[src/rtl/load_store_unit_pkg.sv]
// Shared definitions for the load/store unit: access-size codes, FSM state
// encoding and the alignment check used when a request is classified.
package load_store_unit_pkg;

    // Access size codes carried on req_size.
    localparam logic [1:0] SIZE_BYTE = 2'b00;
    localparam logic [1:0] SIZE_HALF = 2'b01;
    localparam logic [1:0] SIZE_WORD = 2'b10;
    localparam logic [1:0] SIZE_RSVD = 2'b11;

    typedef enum logic [1:0] {
        S_IDLE  = 2'b00,
        S_READ  = 2'b01,
        S_WRITE = 2'b10,
        S_RESP  = 2'b11
    } state_e;

    // True when the size code is reserved or the byte offset is not
    // naturally aligned for that size.
    function automatic logic size_or_align_error(input logic [1:0] size,
                                                 input logic [1:0] offset);
        logic err;
        err = 1'b0;
        case (size)
            SIZE_BYTE: err = 1'b0;
            SIZE_HALF: err = offset[0];
            SIZE_WORD: err = |offset;
            default:   err = 1'b1;
        endcase
        return err;
    endfunction

endpackage

[src/rtl/load_store_unit_lane_align.sv]
// Combinational byte-lane steering for the load/store unit.
// Ports:
//   offset      in   byte offset within the word (addr[1:0])
//   size        in   access size code
//   is_unsigned in   loads: 1 = zero-extend, 0 = sign-extend
//   rdata       in   word read from memory
//   wdata       in   right-justified store data
//   load_data   out  extracted, extended load result
//   store_data  out  rdata with the addressed lane(s) replaced by wdata
module load_store_unit_lane_align
    import load_store_unit_pkg::*;
(
    input  logic [1:0]  offset,
    input  logic [1:0]  size,
    input  logic        is_unsigned,
    input  logic [31:0] rdata,
    input  logic [31:0] wdata,
    output logic [31:0] load_data,
    output logic [31:0] store_data
);

    logic [7:0]  byte_sel;
    logic [15:0] half_sel;
    logic [4:0]  byte_lsb;
    logic [4:0]  half_lsb;

    always_comb begin
        // Little-endian lanes: byte k at [8k+7:8k], half h at [16h+15:16h].
        byte_lsb = {offset, 3'b000};
        half_lsb = {offset[1], 4'b0000};
        byte_sel = rdata[byte_lsb +: 8];
        half_sel = rdata[half_lsb +: 16];

        load_data = rdata;
        case (size)
            SIZE_BYTE: load_data = is_unsigned ? {24'h0, byte_sel}
                                               : {{24{byte_sel[7]}}, byte_sel};
            SIZE_HALF: load_data = is_unsigned ? {16'h0, half_sel}
                                               : {{16{half_sel[15]}}, half_sel};
            default:   load_data = rdata;
        endcase

        store_data = rdata;
        case (size)
            SIZE_BYTE: store_data[byte_lsb +: 8]  = wdata[7:0];
            SIZE_HALF: store_data[half_lsb +: 16] = wdata[15:0];
            default:   store_data = wdata;
        endcase
    end

endmodule

[src/rtl/load_store_unit.sv]
// Load/store unit: initiator side of the word-wide data memory port.
// Byte/half stores are read-modify-write since the memory only has a word
// write enable. One request in flight at a time.
// Ports:
//   clk, reset                  clock and synchronous active-high reset
//   req_valid/req_ready         request handshake (ready only in IDLE)
//   req_write/size/unsigned     request attributes
//   req_address/req_wdata       byte address and right-justified store data
//   resp_valid/rdata/error      one-cycle completion, held load data, error flag
//   mem_write_enable/address/   memory write strobe, word index, merged write
//   mem_write_data                word
//   mem_read_data               combinational read of mem_address
module load_store_unit
    import load_store_unit_pkg::*;
#(
    parameter int unsigned DATA_WIDTH = 32,
    parameter int unsigned ADD_WIDTH  = 32,
    parameter int unsigned DEPTH      = 128
) (
    input  logic                  clk,
    input  logic                  reset,
    input  logic                  req_valid,
    output logic                  req_ready,
    input  logic                  req_write,
    input  logic [1:0]            req_size,
    input  logic                  req_unsigned,
    input  logic [ADD_WIDTH-1:0]  req_address,
    input  logic [DATA_WIDTH-1:0] req_wdata,
    output logic                  resp_valid,
    output logic [DATA_WIDTH-1:0] resp_rdata,
    output logic                  resp_error,
    output logic                  mem_write_enable,
    output logic [ADD_WIDTH-1:0]  mem_address,
    output logic [DATA_WIDTH-1:0] mem_write_data,
    input  logic [DATA_WIDTH-1:0] mem_read_data
);

    state_e                state_q, state_d;
    logic                  write_q, write_d;
    logic [1:0]            size_q, size_d;
    logic                  unsigned_q, unsigned_d;
    logic [1:0]            offset_q, offset_d;
    logic [DATA_WIDTH-1:0] wdata_q, wdata_d;
    logic [DATA_WIDTH-1:0] resp_rdata_q, resp_rdata_d;
    logic                  resp_error_q, resp_error_d;
    logic [ADD_WIDTH-1:0]  mem_address_q, mem_address_d;
    logic [DATA_WIDTH-1:0] mem_write_data_q, mem_write_data_d;

    logic [ADD_WIDTH-1:0]  word_idx;
    logic                  req_err;
    logic [DATA_WIDTH-1:0] load_word;
    logic [DATA_WIDTH-1:0] store_word;

    assign word_idx = {2'b00, req_address[ADD_WIDTH-1:2]};
    assign req_err  = size_or_align_error(req_size, req_address[1:0])
                    || (word_idx >= ADD_WIDTH'(DEPTH));

    // Steering works on the live read data, so the READ cycle's word lands
    // directly in the load result or the merged write word.
    load_store_unit_lane_align u_lane_align (
        .offset      (offset_q),
        .size        (size_q),
        .is_unsigned (unsigned_q),
        .rdata       (mem_read_data),
        .wdata       (wdata_q),
        .load_data   (load_word),
        .store_data  (store_word)
    );

    always_comb begin
        state_d          = state_q;
        write_d          = write_q;
        size_d           = size_q;
        unsigned_d       = unsigned_q;
        offset_d         = offset_q;
        wdata_d          = wdata_q;
        resp_rdata_d     = resp_rdata_q;
        resp_error_d     = resp_error_q;
        mem_address_d    = mem_address_q;
        mem_write_data_d = mem_write_data_q;

        unique case (state_q)
            S_IDLE: begin
                if (req_valid) begin
                    write_d       = req_write;
                    size_d        = req_size;
                    unsigned_d    = req_unsigned;
                    offset_d      = req_address[1:0];
                    wdata_d       = req_wdata;
                    mem_address_d = word_idx;
                    resp_error_d  = req_err;
                    if (req_err) begin
                        state_d = S_RESP;
                    end else if (req_write && (req_size == SIZE_WORD)) begin
                        // Full-word store needs no read; write the data as-is.
                        mem_write_data_d = req_wdata;
                        state_d          = S_WRITE;
                    end else begin
                        state_d = S_READ;
                    end
                end
            end
            S_READ: begin
                if (write_q) begin
                    mem_write_data_d = store_word;
                    state_d          = S_WRITE;
                end else begin
                    resp_rdata_d = load_word;
                    state_d      = S_RESP;
                end
            end
            S_WRITE: state_d = S_RESP;
            S_RESP:  state_d = S_IDLE;
        endcase
    end

    always_ff @(posedge clk) begin
        if (reset) begin
            state_q          <= S_IDLE;
            write_q          <= 1'b0;
            size_q           <= SIZE_BYTE;
            unsigned_q       <= 1'b0;
            offset_q         <= 2'b00;
            wdata_q          <= '0;
            resp_rdata_q     <= '0;
            resp_error_q     <= 1'b0;
            mem_address_q    <= '0;
            mem_write_data_q <= '0;
        end else begin
            state_q          <= state_d;
            write_q          <= write_d;
            size_q           <= size_d;
            unsigned_q       <= unsigned_d;
            offset_q         <= offset_d;
            wdata_q          <= wdata_d;
            resp_rdata_q     <= resp_rdata_d;
            resp_error_q     <= resp_error_d;
            mem_address_q    <= mem_address_d;
            mem_write_data_q <= mem_write_data_d;
        end
    end

    assign req_ready        = (state_q == S_IDLE);
    assign resp_valid       = (state_q == S_RESP);
    assign resp_rdata       = resp_rdata_q;
    assign resp_error       = resp_error_q;
    // Reset gates the strobe so a write in flight is dropped immediately.
    assign mem_write_enable = (state_q == S_WRITE) && !reset;
    assign mem_address      = mem_address_q;
    assign mem_write_data   = mem_write_data_q;

endmodule

[config.mk]
export PLATFORM = sky130hd
export DESIGN_NAME = load_store_unit
export DESIGN_NICKNAME = d
export VERILOG_FILES = /design/src/rtl/load_store_unit_pkg.sv /design/src/rtl/load_store_unit_lane_align.sv /design/src/rtl/load_store_unit.sv
export SDC_FILE = /design/constraint.sdc
export NUM_CORES = 1
export LEC_CHECK = 0
export BUFFER_PORTS_ARGS = -buffer_cell sky130_fd_sc_hd__buf_2
export CORE_MARGIN = 2
export CORE_UTILIZATION = 52
export DETAILED_ROUTE_END_ITERATION = 8
export PLACE_DENSITY = 0.81
export SYNTH_ARGS = -nofsm -noshare
export SYNTH_HDL_FRONTEND = slang
export SYNTH_SLANG_ARGS = --single-unit
[constraint.sdc]
create_clock -name clk -period 2.7 [get_ports clk]
set_input_delay 0.54 -clock clk [delete_from_list [all_inputs] [get_ports clk]]
set_output_delay 0.54 -clock clk [all_outputs]
set_load 0.02 [all_outputs]
==> qor.txt, run 1 <==
ANT cells -> 0
total negative setup slack -> 0 ns
fraction of final layout cells sized beyond drive strength 1 -> 25.3%
register bit count reported by yosys -> 135
clock slew seen by the registers of the worst setup and hold paths -> 0.06 ns
# DRC -> 0
routed wire length per instance -> 17.8 um
post-layout net count -> 1134
ranking of synthesized cells by area -> sky130_fd_sc_hd__dfxtp_1, sky130_fd_sc_hd__nand2_1, sky130_fd_sc_hd__a21oi_1
last weighted congestion value of the routability-driven placer -> 0.962
synthesized area per cell -> 7.65 um^2
status -> complete, no violations
post-synth top area share -> 40.8%
Slew @ Worst Pin -> 0.616 ns
clock sink total -> 135
Crit path required time -> 2.98 ns
PD cells -> 1060 nW/um^2
H-Tree Level Count -> 4
Die Area -> 13700 um^2
post-synthesis async set-or-reset flop share -> 0%
CP Launch Type -> register
buffer count from post-CTS setup fixing -> 0
top flip-flop cell by instance count after synthesis -> sky130_fd_sc_hd__dfxtp_1
CP Capture Type -> register
first-pass GRT wire length -> 32.2 mm
setup repair after global routing missed its margin -> false
crit share post-route -> 84.8%
number of top-level pins -> 203
highest fanout seen on the critical path -> 49
Port Buffer Count -> 200
leakage power -> 3.40 nW
via count of the first global-routing pass -> 6102
clock buffers created by TritonCTS -> 17
class of the tightest hold or removal check -> primary input to register
HPWL after detailed placement -> 15.0 mm
count of nets left with antenna violations after detail routing -> 0
worst r2r path cells -> 6
Clock Latency Late Sink -> 0.43 ns
most frequent cells in the layout -> sky130_fd_sc_hd__buf_2, sky130_fd_sc_hd__nand2_1, sky130_fd_sc_hd__dfxtp_1
wirelength, routed -> 21.5 mm
Via Count -> 7182
clock tree root buffer cell -> sky130_fd_sc_hd__clkbuf_16
number of buffers on the longest clock path -> 2
DRC marker count from the first detailed-route iteration -> 802
Hold Path Cell Cnt -> 3
post-synth cell types -> 50
max-slew violation count -> 0
arrival time of the worst setup path -> 2.57 ns
total track usage -> 30.7%
list of cells traversed by the critical path -> inv_1 > ha_1 > buf_4 > nand2b_1 > a31oi_4 > a211oi_1
worst supply voltage drop on vdd -> 0.522 mV
maximum operating frequency -> 437 MHz
global route total overflow -> 0
Period minus WS final -> 2.29 ns
Worst Setup Path Type -> register to register
synthesized netlist cell count -> 867
leading area contributor after synthesis -> sky130_fd_sc_hd__dfxtp_1
post-route worst hold slack -> 0.345 ns
worst-case headroom to the max-slew limit -> 58.8%
synthesis-to-layout area growth -> 25.3%
number of antenna violations at the first check in global routing -> 0
overall die width -> 117 um
sequential share of the synthesized area -> 40.8%
post-CTS resize count -> 0
most common cell after layout, fill and taps aside -> sky130_fd_sc_hd__buf_2
DIE HEIGHT -> 117 um
CP max stage cell -> sky130_fd_sc_hd__a31oi_4
Via density -> 5.95
1st-pass router iterations -> 5
post-synthesis instance area -> 6630 um^2
max-cap violation count -> 0
row count -> 41
EDFF count, synth -> 0
total number of yosys warnings -> 0
core occupancy in the finished layout -> 66.4%
clock tree from TritonCTS -> built
setup-violating endpoint count in the final report -> 0
number of failing hold endpoints at the final stage -> 0
core area -> 12500 um^2
initial core utilization -> 53.0%
final clock skew -> 0.0120 ns
pin count of the biggest net entering global routing -> 50
number of hold buffers added after cts -> 0
Critical Path Max Stage Delay -> 0.52 ns
-- path summary, 6_finish.rpt --
path	from	to	slack, ns
setup reg to reg	state_q[1]$_SDFFE_PP0P_	resp_rdata[23]$_SDFFE_PP0P_	0.41
hold / removal	req_address[6]	mem_address[4]$_SDFFE_PP0P_	0.35
hold reg to reg	mem_address[21]$_SDFFE_PP0P_	mem_address[21]$_SDFFE_PP0P_	0.45
setup / recovery	state_q[1]$_SDFFE_PP0P_	resp_rdata[23]$_SDFFE_PP0P_	0.41
-- report_power, final --
part	total (W)	internal (W)	switching, W
logic	0.00339	0.00114	0.00225
registers	0.00287	0.00250	0.000366
clock network	0.00253	0.00169	0.000849
-- cell usage after synthesis (all sizes together) (2+ instances only) --
cell       n
o2111ai    9
mux2i      7
nand3     72
nand4b     8
and4       2
a311oi    16
a21oi     96
o21ai     28
nand2b     7
a211oi    24
o221ai    24
nand2    191
and3b      3
nor3b      2
and2       9
a221oi    22
ha         9
dfxtp    135
nor4       5
nor2b      5
nand4     17
nor3      12
clkbuf    54
nor2      55
inv        6
buf       33
-- routing by layer --
layer | wire length [um] | GRT usage [%]
met4 | 798 | 13.2
met1 | 8820 | 41.9
met3 | 2270 | 7.62
met2 | 9560 | 46.5
met5 | 0 | 0
-- critical path, delay by kind of cell, from the launching register on --
| family | cells | cell delay (ns) |
|---|---|---|
| AO/OA/AOI/OAI | 2 | 0.66 |
| buffers and inverters | 2 | 0.54 |
| AND/OR/NAND/NOR | 1 | 0.39 |
| flip-flops | 1 | 0.34 |
| adder cells (fa/ha/maj) | 1 | 0.20 |
-- cells by family (layout without fill, tap and decap cells) --
logic type      after synthesis  count (layout)  share of synthesized area [%]
mux                           9               9                           1.57
simple gates                394             394                           27.3
compound gates              225             225                           22.4
buf+inv                      94             261                           6.23
flops                       135             135                           40.8
fa+ha+maj                     9               9                           1.70
other cells                   1               2                         0.0565
-- sequential cells by signal, summed over array words and instances (netlist names) --
| name | count |
|---|---|
| mem_write_data | 32 |
| resp_rdata | 32 |
| wdata_q | 32 |
| mem_address | 30 |
| offset_q | 2 |
| size_q | 2 |
| state_q | 2 |
| resp_error | 1 |
| unsigned_q | 1 |
| write_q | 1 |
-- metrics by stage --
step                total power (W)  instance area, um^2  worst slack (ns)  std cells
finish                      0.00880                 8310             0.410       1207
global route                0.00927                 8310             0.229       1207
CTS                         0.00876                 8310             0.482       1207
detailed placement          0.00622                 7670             0.513       1175
global placement            0.00617                 7670             0.542       1175
floorplan                   0.00517                 6640             0.717        868
-- layout make-up --
cell class	instances	area (um^2)
clock inverter	8	169
sequential	135	2700
timing repair buffer	222	1190
fill	1140	4210
inverter	7	26.3
multi-input combinational	639	3530
tap	172	215
clock buffer	24	472
No activity file was read; power rests on OpenSTA's default activity.
==> inputs of run 2 (changes only) <==
--- a/config.mk
+++ b/config.mk
@@ -5,11 +5,12 @@
 export SDC_FILE = /design/constraint.sdc
 export NUM_CORES = 1
 export LEC_CHECK = 0
+export ABC_AREA = 1
 export BUFFER_PORTS_ARGS = -buffer_cell sky130_fd_sc_hd__buf_2
 export CORE_MARGIN = 2
-export CORE_UTILIZATION = 52
+export CORE_UTILIZATION = 54
 export DETAILED_ROUTE_END_ITERATION = 8
-export PLACE_DENSITY = 0.81
+export PLACE_DENSITY = 0.82
 export SYNTH_ARGS = -nofsm -noshare
 export SYNTH_HDL_FRONTEND = slang
 export SYNTH_SLANG_ARGS = --single-unit
==> constraint.sdc (replaced) <==
create_clock -name clk -period 2.2 [get_ports clk]
set_input_delay 0.44 -clock clk [delete_from_list [all_inputs] [get_ports clk]]
set_output_delay 0.44 -clock clk [all_outputs]
set_load 0.02 [all_outputs]
==> run 2 against run 1 <==
Compared with the run above:
- first-iteration DRC count decreased by 11%
- combinational power increased by 70%
- area after synthesis increased by 15%
- sequential share of layout area decreased by 3.5 points
- clock-buffer cell count decreased by 3
- die area increased by 10%
- non-clock buffer count increased by 3
- clock skew decreased by 0.0049 ns
- global-route usage increased by 1.8 points
- largest power group unchanged
- highest routed layer unchanged
==> qor.txt, run 2 <==
Final WS setup -> 0.245 ns (-0.165 ns)
clock tree from TritonCTS -> built
synthesis-to-layout area growth -> 22.0%
total negative setup slack -> 0 ns (unchanged)
DIE HEIGHT -> 123 um (+5.0%)
wirelength, routed -> 24.1 mm (+12%)
Clk pwr share -> 22.5% (-6.3 points)
1st-pass router iterations -> 6 (+1)
CP max stage cell -> sky130_fd_sc_hd__dfxtp_1
clock tree root buffer cell -> sky130_fd_sc_hd__clkbuf_16
post-synth cell types -> 35 (-30%)
most frequent cells in the layout -> sky130_fd_sc_hd__nand2_1, sky130_fd_sc_hd__nor2_1, sky130_fd_sc_hd__buf_2
worst supply voltage drop on vdd -> 1.03 mV (+97%)
Via density -> 5.48 (-7.9%)
most used standard cells in the synthesized netlist -> sky130_fd_sc_hd__nand2_1, sky130_fd_sc_hd__nor2_1, sky130_fd_sc_hd__dfxtp_1, sky130_fd_sc_hd__o21ai_0, sky130_fd_sc_hd__a21oi_1
clock slew seen by the registers of the worst setup and hold paths -> 0.06 ns (about the same)
setup-violating endpoint count in the final report -> 0 (unchanged)
most common cell in the synthesized netlist -> sky130_fd_sc_hd__nand2_1
number of hold buffers added after cts -> 0 (unchanged)
total number of yosys warnings -> 0 (unchanged)
most common cell after layout, fill and taps aside -> sky130_fd_sc_hd__nand2_1
PD cells -> 1310 nW/um^2 (+24%)
Net Switching -> 0.00545 W (+57%)
leading area contributor after synthesis -> sky130_fd_sc_hd__dfxtp_1
Slew @ Worst Pin -> 0.595 ns (-0.0209 ns)
Worst Setup Path Type -> register to register
row count -> 43 (+4.9%)
post-layout net count -> 1516 (+34%)
list of cells traversed by the critical path -> inv_1 > ha_1 > inv_1 > nand3_1 > o21ai_0 > nand2_1 > nand2_1 > nand2_1 > nand3_1 > nand2_1 > nor2_1
global route total overflow -> 0 (unchanged)
ANT cells -> 0 (unchanged)
sequential power share -> 30.1% (-2.5 points)
final clock skew -> 0.00713 ns (-0.00486 ns)
CP Launch Type -> register
# DRC -> 0 (unchanged)
Combinational Power Share -> 47.4% (+8.8 points)
FF/Latch Area -> 2700 um^2 (unchanged)
arrival time of the worst setup path -> 2.31 ns (-0.26 ns)
count of nets left with antenna violations after detail routing -> 0 (unchanged)
total track usage -> 32.5% (+1.8 points)
status -> complete, no violations
top flip-flop cell by instance count after synthesis -> sky130_fd_sc_hd__dfxtp_1
HPWL after detailed placement -> 17.3 mm (+15%)
Crit path required time -> 2.55 ns (-0.43 ns)
CP Capture Type -> register
Placed Instance Area -> 8730 um^2 (+14%)
via count of the first global-routing pass -> 8144 (+33%)
last weighted congestion value of the routability-driven placer -> 0.981 (+1.9%)
total non-filler cell area in the finished layout -> 9300 um^2 (+12%)
first-pass GRT wire length -> 38.6 mm (+20%)
Port Buffer Count -> 200 (unchanged)
Clock Latency Late Sink -> 0.42 ns (about the same)
Critical Path Max Stage Delay -> 0.36 ns (-0.16 ns)
Die Area -> 15100 um^2 (+10%)
fraction of final layout cells sized beyond drive strength 1 -> 20.9% (-4.4 points)
Post-Place Worst Slack -> 0.349 ns (-0.164 ns)
Crit path top cell by count -> sky130_fd_sc_hd__nand2_1
footprint of the multi-input gates -> 4310 um^2 (+22%)
Fill cells -> 1289 (+13%)
crit share post-route -> 88.9% (+4.0 points)
clock sink total -> 135 (unchanged)
number of antenna violations at the first check in global routing -> 1 (+1)
ranking of synthesized cells by area -> sky130_fd_sc_hd__dfxtp_1, sky130_fd_sc_hd__nand2_1, sky130_fd_sc_hd__nor2_1
core area -> 13800 um^2 (+10%)
post-synth top area share -> 35.5% (-5.3 points)
pin count of the biggest net entering global routing -> 87 (+74%)
sequential share of the synthesized area -> 35.5% (-5.3 points)
initial core utilization -> 55.1% (+2.1 points)
overall die width -> 123 um (+5.0%)
leakage power -> 4.73 nW (+39%)
buffer count from post-CTS setup fixing -> 0 (unchanged)
Period minus WS final -> 1.95 ns (-0.335 ns)
H-Tree Level Count -> 4 (unchanged)
number of failing hold endpoints at the final stage -> 0 (unchanged)
class of the tightest hold or removal check -> primary input to register
post-synthesis async set-or-reset flop share -> 0% (unchanged)
max-slew violation count -> 0 (unchanged)
max-cap violation count -> 0 (unchanged)
Switching Fraction -> 44.8% (+5.4 points)
worst-case headroom to the max-slew limit -> 60.3% (+1.5 points)
EDFF count, synth -> 0 (unchanged)
setup repair after global routing missed its margin -> false
register bit count reported by yosys -> 135 (unchanged)
synthesized area per cell -> 6.15 um^2 (-20%)
Internal Power -> 0.00672 W (+26%)
clock buffers created by TritonCTS -> 17 (unchanged)
routed wire length per instance -> 15.1 um (-15%)
highest fanout seen on the critical path -> 16 (-67%)
post-CTS resize count -> 0 (unchanged)
maximum operating frequency -> 512 MHz (+17%)
Via Count -> 8746 (+22%)
post-synthesis instance area -> 7620 um^2 (+15%)
synthesized netlist cell count -> 1240 (+43%)
DRC marker count from the first detailed-route iteration -> 716 (-11%)
number of buffers on the longest clock path -> 2 (unchanged)
number of top-level pins -> 203 (unchanged)
==> run 2: stage by stage <==
step	instances	hold slack, ns	power, W	util, %
final	1596	0.277	0.0122	67.3
after global routing	1596	0.273	0.0130	67.3
after CTS	1596	0.267	0.0121	67.3
after detailed placement	1565	0.457	0.00940	63.2
after global placement	1565	0.457	0.00931	63.2
after floorplan	1241	0.455	0.00769	-
==> run 2: kinds of logic (layout without fill, tap and decap cells) <==
kind of cell,Yosys count,in the layout,synth area share (%)
and+or+nand+nor,681,681,35.5
buffers and inverters,150,325,8.22
adders and majority gates,9,9,1.48
DFF,135,135,35.5
AOI/OAI and AO/OA,264,264,19.3
other,1,2,0.0492
==> run 2: power groups by stage <==
stage | Sequential (W) | Combinational [W] | Clock, W
6_report | 0.00366 | 0.00577 | 0.00274
4_1_cts | 0.00366 | 0.00574 | 0.00274
5_1_grt | 0.00375 | 0.00641 | 0.00288
3_5_place_dp | 0.00370 | 0.00570 | 0
3_3_place_gp | 0.00369 | 0.00562 | 0
2_1_floorplan | 0.00429 | 0.00339 | 0
==> run 2: final cells by class <==
| type | instances | area share, % |
|---|---|---|
| multi-input cells | 956 | 46.3 |
| flip-flops and latches | 135 | 29.1 |
| clock inverters | 10 | 1.05 |
| repair buffers | 225 | 13.3 |
| inverters | 69 | 2.80 |
| well taps | 180 | 2.42 |
| clock buffers | 21 | 5.06 |
==> run 2: final timing paths <==
path / slack [ns] / endpoint / cells after the start / startpoint
max: 0.25 / mem_write_data[10]$_SDFFE_PP0P_ / 11 / offset_q[1]$_SDFFE_PP0P_
min: 0.28 / wdata_q[14]$_SDFFE_PP0P_ / 3 / req_wdata[14]
max reg2reg: 0.25 / mem_write_data[10]$_SDFFE_PP0P_ / 11 / offset_q[1]$_SDFFE_PP0P_
min reg2reg: 0.47 / mem_write_data[11]$_SDFFE_PP0P_ / 2 / mem_write_data[11]$_SDFFE_PP0P_
==> run 2: worst max-delay path: cells and delay by family, from the launching register on <==
| family | cells | cell delay (ns) |
|---|---|---|
| AND/OR/NAND/NOR | 7 | 0.67 |
| buffers and inverters | 2 | 0.43 |
| flip-flops | 1 | 0.36 |
| AO/OA/AOI/OAI | 1 | 0.22 |
| adder cells (fa/ha/maj) | 1 | 0.20 |
==> run 2: routing by layer <==
layer	GRT usage, %	routed length (um)	up-vias
li1	-	-	4291
met1	37.8	9460	3980
met2	55.5	11700	393
met3	7.81	1880	82
met4	16.1	1020	0
met5	0	0	-
==> inputs of run 3 (changes only) <==
--- a/config.mk
+++ b/config.mk
@@ -7,10 +7,12 @@
 export LEC_CHECK = 0
 export ABC_AREA = 1
 export BUFFER_PORTS_ARGS = -buffer_cell sky130_fd_sc_hd__buf_2
+export CORE_ASPECT_RATIO = 1.25
 export CORE_MARGIN = 2
 export CORE_UTILIZATION = 54
 export DETAILED_ROUTE_END_ITERATION = 8
 export PLACE_DENSITY = 0.82
+export REMOVE_ABC_BUFFERS = 1
 export SYNTH_ARGS = -nofsm -noshare
 export SYNTH_HDL_FRONTEND = slang
 export SYNTH_SLANG_ARGS = --single-unit
==> run 3 against run 2 <==
Compared with the run above:
- cell count shrank 0.13%
- sequential power is essentially flat
- design area grew 0.74%
- routed wire length shrank 0.95%
- critical path type unchanged
- critical endpoint is now mem_write_data[6]$_SDFFE_PP0P_
- largest cell class unchanged
- core utilization grew 0.57 points
==> qor.txt, run 3 (same netlist as run 2, synthesis figures left out) <==
leakage power -> 4.76 nW (+0.67%)
setup-violating endpoint count in the final report -> 0 (unchanged)
# DRC -> 0 (unchanged)
Period minus WS final -> 2.04 ns (+0.0860 ns)
post-layout net count -> 1518 (+0.13%)
synthesis-to-layout area growth -> 22.9%
Via density -> 5.42 (-1.1%)
max-slew violation count -> 0 (unchanged)
initial core utilization -> 55.2% (about the same)
highest fanout seen on the critical path -> 52 (+36)
launch point of the worst path -> state_q[0]$_SDFFE_PP0P_
total track usage -> 32.3% (-0.19 points)
arrival time of the worst setup path -> 2.36 ns (+0.05 ns)
CP Capture Type -> register
Via Count -> 8637 (-1.2%)
post-route worst hold slack -> 0.267 ns (-0.00961 ns)
setup repair after global routing missed its margin -> false
status -> complete, no violations
core occupancy in the finished layout -> 67.8% (+0.57 points)
CP Launch Type -> register
CP endpoint -> mem_write_data[6]$_SDFFE_PP0P_
Placed Instance Area -> 8750 um^2 (+0.16%)
1st-pass router iterations -> 7 (+1)
most frequent cells in the layout -> sky130_fd_sc_hd__nand2_1, sky130_fd_sc_hd__nor2_1, sky130_fd_sc_hd__buf_2
total non-filler cell area in the finished layout -> 9370 um^2 (+0.74%)
clock tree from TritonCTS -> built
clock tree root buffer cell -> sky130_fd_sc_hd__clkbuf_16
H-Tree Level Count -> 4 (unchanged)
PD cells -> 1330 nW/um^2 (+1.3%)
Worst Setup Path Type -> register to register
number of antenna violations at the first check in global routing -> 0 (-1)
number of hold buffers added after cts -> 0 (unchanged)
worst supply voltage drop on vdd -> 0.829 mV (-19%)
DIE HEIGHT -> 137 um (+11%)
number of top-level pins -> 203 (unchanged)
global route total overflow -> 0 (unchanged)
Clock Latency Late Sink -> 0.42 ns (about the same)
Port Buffer Count -> 200 (unchanged)
worst-case headroom to the max-slew limit -> 62.4% (+2.1 points)
clock sink total -> 135 (unchanged)
DRC marker count from the first detailed-route iteration -> 770 (+7.5%)
reg-to-reg critical path startpoint -> state_q[0]$_SDFFE_PP0P_
last weighted congestion value of the routability-driven placer -> 0.965 (-1.6%)
row count -> 48 (+12%)
first-pass GRT wire length -> 38.0 mm (-1.5%)
count of nets left with antenna violations after detail routing -> 0 (unchanged)
Crit path required time -> 2.52 ns (-0.03 ns)
number of buffers on the longest clock path -> 2 (unchanged)
clock buffers created by TritonCTS -> 17 (unchanged)
core area -> 13800 um^2 (about the same)
max-cap violation count -> 0 (unchanged)
class of the tightest hold or removal check -> primary input to register
clock slew seen by the registers of the worst setup and hold paths -> 0.06 ns (about the same)
final clock skew -> 0.00819 ns (+0.00105 ns)
HPWL after detailed placement -> 16.6 mm (-3.7%)
wirelength, routed -> 23.8 mm (-0.95%)
via count of the first global-routing pass -> 7955 (-2.3%)
pin count of the biggest net entering global routing -> 63 (-28%)
reg-to-reg setup timing slack -> 0.16 ns (-0.09 ns)
number of failing hold endpoints at the final stage -> 0 (unchanged)
Slew @ Worst Pin -> 0.563 ns (-0.0317 ns)
fraction of final layout cells sized beyond drive strength 1 -> 21.2% (+0.32 points)
capturing point of the worst reg2reg path -> mem_write_data[6]$_SDFFE_PP0P_
overall die width -> 110 um (-10%)
most common cell after layout, fill and taps aside -> sky130_fd_sc_hd__nand2_1
maximum operating frequency -> 490 MHz (-4.2%)
Die Area -> 15100 um^2 (about the same)
worst r2r path cells -> 10 (-1)
crit share post-route -> 92.8% (+3.9 points)
routed wire length per instance -> 15.0 um (-0.83%)
## run 3: cell count changes in the layout (fill, tap and decap cells not counted), sizes merged
cell      change
inv           -1
clkinv        +1
clkbuf        -3
bufinv        +2
buf           +2
diode         +1
clkinvlp      +1
## run 3: worst min-delay path by stage
stage | slack (ns) | endpoint | start | depth (start not counted)
floorplan | 0.45 | wdata_q[25]$_SDFFE_PP0P_ | wdata_q[25]$_SDFFE_PP0P_ | 2
global placement | 0.46 | mem_write_data[14]$_SDFFE_PP0P_ | mem_write_data[14]$_SDFFE_PP0P_ | 2
detailed placement | 0.46 | mem_write_data[14]$_SDFFE_PP0P_ | mem_write_data[14]$_SDFFE_PP0P_ | 2
CTS | 0.26 | mem_address[23]$_SDFFE_PP0P_ | req_address[25] | 3
global route | 0.28 | wdata_q[24]$_SDFFE_PP0P_ | req_wdata[24] | 3
finish | 0.27 | mem_address[6]$_SDFFE_PP0P_ | req_address[8] | 3
## run 3: critical path, stage by stage (launching register included)
cell	delay, ns
sky130_fd_sc_hd__dfxtp_1	0.38
sky130_fd_sc_hd__inv_1	0.08
sky130_fd_sc_hd__ha_1	0.31
sky130_fd_sc_hd__inv_2	0.13
sky130_fd_sc_hd__or2_1	0.18
sky130_fd_sc_hd__nand3_2	0.12
sky130_fd_sc_hd__a21oi_4	0.19
sky130_fd_sc_hd__buf_12	0.26
sky130_fd_sc_hd__nand3_1	0.13
sky130_fd_sc_hd__nand2_1	0.07
sky130_fd_sc_hd__nor2_1	0.04
## run 3: final cells by class
cell class | count | area (um^2)
fillers | 1252 | 4440
repair buffers | 227 | 1280
inverters | 69 | 264
flip-flops and latches | 135 | 2700
multi-input cells | 956 | 4310
well taps | 175 | 219
diodes | 1 | 2.50
clock inverters | 13 | 155
clock buffers | 18 | 439
## run 3: what timing repair did
item / 4_1_cts / 5_1_grt
endpoints found under the setup margin: 0 / 11
gates resized for setup: 0 / 2
setup buffers: 0 / 1
## run 3: per-layer routing
metal	GRT usage, %	part of all wire, %
met3	9.38	9.7
met1	38.6	40
met2	51.8	46
met4	17.4	4.8
met5	0	0
## run 3: stage by stage
step / setup TNS [ns] / worst slack (ns) / total power (W) / std cells
2_1_floorplan: -105.99 / -1.24 / 0.00742 / 1160
3_3_place_gp: 0 / 0.263 / 0.00931 / 1561
3_5_place_dp: 0 / 0.188 / 0.00942 / 1561
4_1_cts: 0 / 0.156 / 0.0123 / 1592
5_1_grt: 0 / 0.0149 / 0.0133 / 1593
6_report: 0 / 0.159 / 0.0124 / 1594
## run 3: report_power, final
part / total [W] / switching [W] / internal [W]
logic: 0.00585 / 0.00393 / 0.00193
registers: 0.00366 / 0.000476 / 0.00319
clock network: 0.00291 / 0.00111 / 0.00180
